===== src/rtl/mem_arb_pkg.sv =====
// mem_arb_pkg
// Shared definitions for the RAM data-port arbiter: FSM state encoding,
// port indices, lock timeout length and the peripheral buffer address.
package mem_arb_pkg;

  typedef enum logic [1:0] {
    ST_IDLE   = 2'd0,
    ST_ACCESS = 2'd1,
    ST_ACK    = 2'd2
  } arb_state_t;

  localparam logic PORT_CPU    = 1'b0;
  localparam logic PORT_PERIPH = 1'b1;

  // Idle cycles without a request from the lock owner before the lock is dropped.
  localparam int LOCK_TIMEOUT = 16;

  // Word address of the RAM-side peripheral buffer; no special handling here,
  // listed so the address map lives in one place.
  localparam logic [15:0] PERIPH_BUF_ADDR = 16'hFFFE;

  function automatic logic other_port(input logic p);
    return ~p;
  endfunction

endpackage


===== src/rtl/rr_arb2.sv =====
// rr_arb2
// Two-way round-robin picker. The grant is combinational from the request
// vector; the last-grant pointer is registered and advances only when the
// caller accepts the grant. A held lock restricts the grant to its owner.
// Ports:
//   clk, rst_n       clock, async active-low reset
//   i_req[1:0]       request per port
//   i_lock_held      a lock is active
//   i_lock_owner     port owning the lock
//   i_update         grant is being taken this cycle; advance pointer
//   o_grant_valid    some port may be granted
//   o_grant_idx      index of the granted port
module rr_arb2
  import mem_arb_pkg::*;
(
  input  logic       clk,
  input  logic       rst_n,
  input  logic [1:0] i_req,
  input  logic       i_lock_held,
  input  logic       i_lock_owner,
  input  logic       i_update,
  output logic       o_grant_valid,
  output logic       o_grant_idx
);

  logic r_last;

  always_comb begin
    o_grant_valid = 1'b0;
    o_grant_idx   = PORT_CPU;
    if (i_lock_held) begin
      // While locked the other port waits even if it is requesting.
      o_grant_valid = i_req[i_lock_owner];
      o_grant_idx   = i_lock_owner;
    end else if (i_req == 2'b11) begin
      o_grant_valid = 1'b1;
      o_grant_idx   = other_port(r_last);
    end else if (i_req[0]) begin
      o_grant_valid = 1'b1;
      o_grant_idx   = PORT_CPU;
    end else if (i_req[1]) begin
      o_grant_valid = 1'b1;
      o_grant_idx   = PORT_PERIPH;
    end
  end

  // Reset to "port 1 granted last" so a first tie goes to port 0.
  always_ff @(posedge clk or negedge rst_n) begin
    if (!rst_n) begin
      r_last <= PORT_PERIPH;
    end else if (i_update && o_grant_valid) begin
      r_last <= o_grant_idx;
    end
  end

endmodule


===== src/rtl/ram_data_arbiter.sv =====
// ram_data_arbiter
// Shares the RAM's 16-bit data port between the CPU load/store unit (port 0)
// and the peripheral/IO engine (port 1). Each transfer is IDLE -> ACCESS ->
// ACK, so at most one transfer every three cycles. A port may lock the grant
// for read-modify-write; the lock drops when the owner finishes an access
// with lock low, or after LOCK_TIMEOUT idle cycles without an owner request.
// Ports:
//   clk, rst_n                 clock, async active-low reset
//   req*/we*/lock*/addr*/wdata* master request side
//   ack0, ack1                 one-cycle completion pulse per port
//   rdata                      read word (write word on writes), held between acks
//   ram_addr/ram_wdata/ram_we  RAM data-port drive, zero outside ACCESS
//   ram_rdata                  RAM combinational read data
//   busy                       transfer in flight or lock held
module ram_data_arbiter
  import mem_arb_pkg::*;
#(
  parameter int ADDR_WIDTH = 16,
  parameter int DATA_WIDTH = 8,
  parameter int LOCK_EN    = 1
) (
  input  logic                    clk,
  input  logic                    rst_n,
  input  logic                    req0,
  input  logic                    req1,
  input  logic                    we0,
  input  logic                    we1,
  input  logic                    lock0,
  input  logic                    lock1,
  input  logic [ADDR_WIDTH-1:0]   addr0,
  input  logic [ADDR_WIDTH-1:0]   addr1,
  input  logic [2*DATA_WIDTH-1:0] wdata0,
  input  logic [2*DATA_WIDTH-1:0] wdata1,
  output logic                    ack0,
  output logic                    ack1,
  output logic [2*DATA_WIDTH-1:0] rdata,
  output logic [ADDR_WIDTH-1:0]   ram_addr,
  output logic [2*DATA_WIDTH-1:0] ram_wdata,
  output logic                    ram_we,
  input  logic [2*DATA_WIDTH-1:0] ram_rdata,
  output logic                    busy
);

  localparam int   WW      = 2 * DATA_WIDTH;
  localparam logic LOCK_ON = (LOCK_EN != 0);
  localparam logic [3:0] TMO_LAST = 4'(LOCK_TIMEOUT - 1);

  arb_state_t r_state, w_next;

  logic                  r_owner;
  logic [ADDR_WIDTH-1:0] r_addr;
  logic [WW-1:0]         r_wdata;
  logic                  r_we;
  logic                  r_lock;
  logic [3:0]            r_tmo;
  logic [WW-1:0]         r_rdata;
  logic                  r_ack0;
  logic                  r_ack1;

  logic w_grant_valid;
  logic w_grant_idx;
  logic w_take;
  logic w_owner_req;

  rr_arb2 u_rr (
    .clk           (clk),
    .rst_n         (rst_n),
    .i_req         ({req1, req0}),
    .i_lock_held   (r_lock),
    .i_lock_owner  (r_owner),
    .i_update      (w_take),
    .o_grant_valid (w_grant_valid),
    .o_grant_idx   (w_grant_idx)
  );

  assign w_take      = (r_state == ST_IDLE) && w_grant_valid;
  assign w_owner_req = r_owner ? req1 : req0;

  always_ff @(posedge clk or negedge rst_n) begin
    if (!rst_n) r_state <= ST_IDLE;
    else        r_state <= w_next;
  end

  always_comb begin
    w_next = r_state;
    case (r_state)
      ST_IDLE:   if (w_grant_valid) w_next = ST_ACCESS;
      ST_ACCESS: w_next = ST_ACK;
      ST_ACK:    w_next = ST_IDLE;
      default:   w_next = ST_IDLE;
    endcase
  end

  always_ff @(posedge clk or negedge rst_n) begin
    if (!rst_n) begin
      r_owner <= PORT_CPU;
      r_addr  <= '0;
      r_wdata <= '0;
      r_we    <= 1'b0;
      r_lock  <= 1'b0;
      r_tmo   <= '0;
      r_rdata <= '0;
      r_ack0  <= 1'b0;
      r_ack1  <= 1'b0;
    end else begin
      r_ack0 <= 1'b0;
      r_ack1 <= 1'b0;
      if (w_take) begin
        r_owner <= w_grant_idx;
        r_addr  <= w_grant_idx ? addr1  : addr0;
        r_wdata <= w_grant_idx ? wdata1 : wdata0;
        r_we    <= w_grant_idx ? we1    : we0;
        r_lock  <= LOCK_ON & (w_grant_idx ? lock1 : lock0);
        r_tmo   <= '0;
      end else if ((r_state == ST_IDLE) && r_lock && !w_owner_req) begin
        // Counts consecutive owner-idle cycles; any owner request is granted
        // and resets the count above.
        if (r_tmo == TMO_LAST) begin
          r_lock <= 1'b0;
          r_tmo  <= '0;
        end else begin
          r_tmo <= r_tmo + 4'd1;
        end
      end
      if (r_state == ST_ACCESS) begin
        r_rdata <= r_we ? r_wdata : ram_rdata;
        if (r_owner) r_ack1 <= 1'b1;
        else         r_ack0 <= 1'b1;
      end
    end
  end

  // RAM drive decoded from state so an async reset kills ram_we at once.
  assign ram_addr  = (r_state == ST_ACCESS) ? r_addr  : '0;
  assign ram_wdata = (r_state == ST_ACCESS) ? r_wdata : '0;
  assign ram_we    = (r_state == ST_ACCESS) && r_we;

  assign ack0  = r_ack0;
  assign ack1  = r_ack1;
  assign rdata = r_rdata;
  assign busy  = (r_state != ST_IDLE) || r_lock;

endmodule


===== config.mk =====
export PLATFORM = sky130hd
export DESIGN_NAME = ram_data_arbiter
export DESIGN_NICKNAME = d
export VERILOG_FILES = /design/src/rtl/mem_arb_pkg.sv /design/src/rtl/rr_arb2.sv /design/src/rtl/ram_data_arbiter.sv
export SDC_FILE = /design/constraint.sdc
export NUM_CORES = 1
export LEC_CHECK = 0
export ABC_AREA = 1
export CORE_ASPECT_RATIO = 0.6
export CORE_MARGIN = 5
export CORE_UTILIZATION = 40
export DETAILED_ROUTE_END_ITERATION = 7
export PLACE_DENSITY = 0.78
export SLEW_MARGIN = 25
export SYNTH_ARGS = -nofsm -noshare
export SYNTH_HDL_FRONTEND = slang
export SYNTH_SLANG_ARGS = --single-unit

===== constraint.sdc =====
create_clock -name clk -period 2.26 [get_ports clk]
set_clock_uncertainty 0.15 [all_clocks]
set_input_delay 0.452 -clock clk [delete_from_list [all_inputs] [get_ports clk]]
set_output_delay 0.452 -clock clk [all_outputs]
set_load 0.01 [all_outputs]

==> impl_metrics.yaml <==
critical_path:
  cpPeakStageDelay_ns: 0.41
  slowest_stage: "dfrtp_1"
  cp.required_ns: 1.66
  reg2reg_slack_ns: 0.62
  crit_fanout: 20
  cp-start-kind: "flip-flop"
  endpoint_kind: "output port"
  crit_arrival_ns: 1.52
  reg2reg_from: "r_state[1]$_DFFE_PN0P_"
  critPathKind: "reg2out"
  setup.worst_path.start: "r_state[1]$_DFFE_PN0P_"
  worstPathCellList: "nor2_4 -> inv_2 -> buf_12 -> nor2_1 -> dlygate4sd2_1"
  reg2reg_depth: 6
  worstReg2RegEnd: "r_owner$_DFFE_PN0P_"
layout:
  fillers: 705
  regArea_um2: 1503
  n_antenna_cell: 0
  instances_no_fill: 722
  multi_input_area_um2: 1480
  nNetsFinal: 700
  flow.area_growth_from_synthesis_pct: 51.16
  drive_gt1_share_pct: 11.56
  fin_util_pct: 63.14
die:
  dieArea_um2: 10390
  die_width_um: 128.3
  die_h_um: 80.98
  num_rows: 25
  ios: 140
  core_um2: 8039
  start_util_pct: 41.77
detailed_routing:
  dr.pass1.iters: 5
  viasPerCell: 4.629
  drt-total-wl_um: 10000
  ant_nets: 0
  vias: 3342
  avgRoutedWirePerCell_um: 13.85
  drt_iter0_markers: 196
  drc: 0
synth:
  yosys-top-cells-area: "dfrtp_1 (44%), nand2_1 (23%), nand2_2 (6.0%)"
  yosysUniqueCellTypes: 27
  synth_top_area_share_pct: 43.96
  seq_area_frac_synth_pct: 44.75
  synth_flop_cell: "dfrtp_1"
  ys_async_sr_fraction_pct: 100.0
  synth_edf_count: 0
  yosys_warnings: 0
  yosys-top-cells-count: "nand2_1 (206), dfrtp_1 (59), nor2_1 (53), inv_1 (40), nand2_2 (32)"
  synth_area_per_cell_um2: 7.145
  synth_fp_nets: 559
  ys_seq_elements: 60
  synth_most_common_cell: "nand2_1"
  syn_area_um2: 3358
  netlist_instances: 470
  yosys.area.top_type: "dfrtp_1"
timing:
  worstMarginPinSlew_ns: 0.3233
  hold_viol: 0
  setup_viol: 0
  rsz0062_at_grt: "no"
  slew_headroom_pct: 78.45
  finalSetupTns_ns: 0
  max_freq_mhz: 471.8
  slew_violations: 0
  fin_crit_sh_pct: 93.79
  fin_crit_ns: 2.120
power:
  leakage_nw: 2.684
  p_seq_share_pct: 29.7
  switching_share_pct: 42.35
  power_density_nw_per_um2: 1331
  power_switching_mw: 2.860
  clockPowerShare_pct: 19.7
  p_comb_share_pct: 50.6
  peakVddDrop_mv: 0.6990
  p_int_mw: 3.894
clock_tree:
  cts_tree: "built"
  htree_levels: 3
  clock_latency_ns: 0.32
  clock_sinks: 60
  clk_pin_slew_ns: 0.05
  cts.path.max_buffers: 2
  cts_buffers: 9
  ctsRootBufferMaster: "clkbuf_16"
placement:
  numPortBuffers: 139
  placed_cells_incl_taps: 705
  hpwl_um: 7493
  globalplace.congestion: 0.8641
hold_path:
  hold_end: "u_rr.r_last$_DFFE_PN1P_"
  min_delay_path_depth: 2
  hp-class: "reg2reg"
  min_from: "u_rr.r_last$_DFFE_PN1P_"
grt:
  grt_remaining_overflow: 0
  grt_pass1_wl_um: 16200
  antenna_found_initial: 0
  grt_max_degree: 61
  grtUsageTotal_pct: 19.96
  grt_pass1_vias: 3336
run_status:
  status: "complete, no violations"
run:
  cap_violations: 0
[sequential cells by signal, indices dropped and copies added (netlist names)]
name	cells
r_lock	1
r_we	1
u_rr.r_last	1
r_state	2
r_addr	16
ack1	1
r_tmo	4
ack0	1
r_wdata	16
rdata	16
r_owner	1
[layer usage]
| layer | global-route usage [%] | up-vias | routed length [um] |
|---|---|---|---|
| met3 | 6.702 | 13 | 810 |
| met1 | 26.32 | 1522 | 4534 |
| met5 | 0 | - | 0 |
| met2 | 31.67 | 126 | 4542 |
| met4 | 5.403 | 0 | 115 |
| li1 | - | 1681 | - |
[critical path: cells and delay by family (launching register included)]
family	cells	cell delay, ns
flip-flops	1	0.41
buffers and inverters	3	0.51
AND/OR/NAND/NOR	2	0.27
[power groups by stage]
stage,Clock [mW],Sequential (mW),Combinational (mW)
2_1_floorplan,0,1.96,2.28
3_5_place_dp,0,2.01,3.53
5_1_grt,1.41,2.06,3.86
6_report,1.33,2.01,3.42
3_3_place_gp,0,1.98,3.44
4_1_cts,1.35,2.00,3.45
[area by class of cell]
cell class	count	area share [%]
clock buffers	12	5.053
well taps	108	2.662
inverters	48	3.796
flip-flops and latches	60	29.60
clock inverters	2	0.6902
multi-input cells	341	29.16
repair buffers	151	29.04
[how the worst max path moves through the flow]
stage               depth (start not counted)            end  slack, ns
floorplan                                   4         ram_we       0.67
global placement                            5    ram_addr[3]       0.19
detailed placement                          5  ram_wdata[12]       0.17
CTS                                         5  ram_wdata[12]       0.13
global route                                5    ram_addr[3]       0.05
finish                                      5    ram_addr[3]       0.14
[stage by stage]
step	instance area, um^2	power, mW	worst slack (ns)	hold slack, ns
3_3_place_gp	4802	5.423	0.1871	0.3120
5_1_grt	5076	7.330	0.04676	0.3520
6_report	5076	6.755	0.1404	0.3255
2_1_floorplan	3358	4.237	0.6652	0.006409
4_1_cts	5076	6.805	0.1296	0.3258
3_5_place_dp	4802	5.535	0.1659	0.3150
[cells in the final DEF, fill, tap and decap left out, types with 3 or more instances in the layout]
cell type,netlist,layout
buf_4,6,8
dfrtp_1,59,59
clkbuf_16,0,9
inv_2,5,5
nor2_1,53,53
nand2_2,32,32
o21ai_0,18,18
nand3_1,6,6
inv_1,40,40
o21ai_1,16,16
buf_12,3,3
dlygate4sd2_1,0,34
nand2_1,206,206
clkdlybuf4s50_1,0,104
[repair_timing]
item / 4_1_cts / 5_1_grt
resized for setup: 34 / 0
hold buffers: 1 / 0
endpoints found under the hold margin: 43 / 0
setup buffers: 2 / 0
endpoints found under the setup margin: 33 / 0
[cell families after synthesis]
kind of cell	synth area share, %
adders and majority gates	0.3725
DFF	44.75
and+or+nand+nor	38.23
AOI/OAI and AO/OA	5.477
buffers and inverters	11.18
Power figures use the tool's default switching activity.
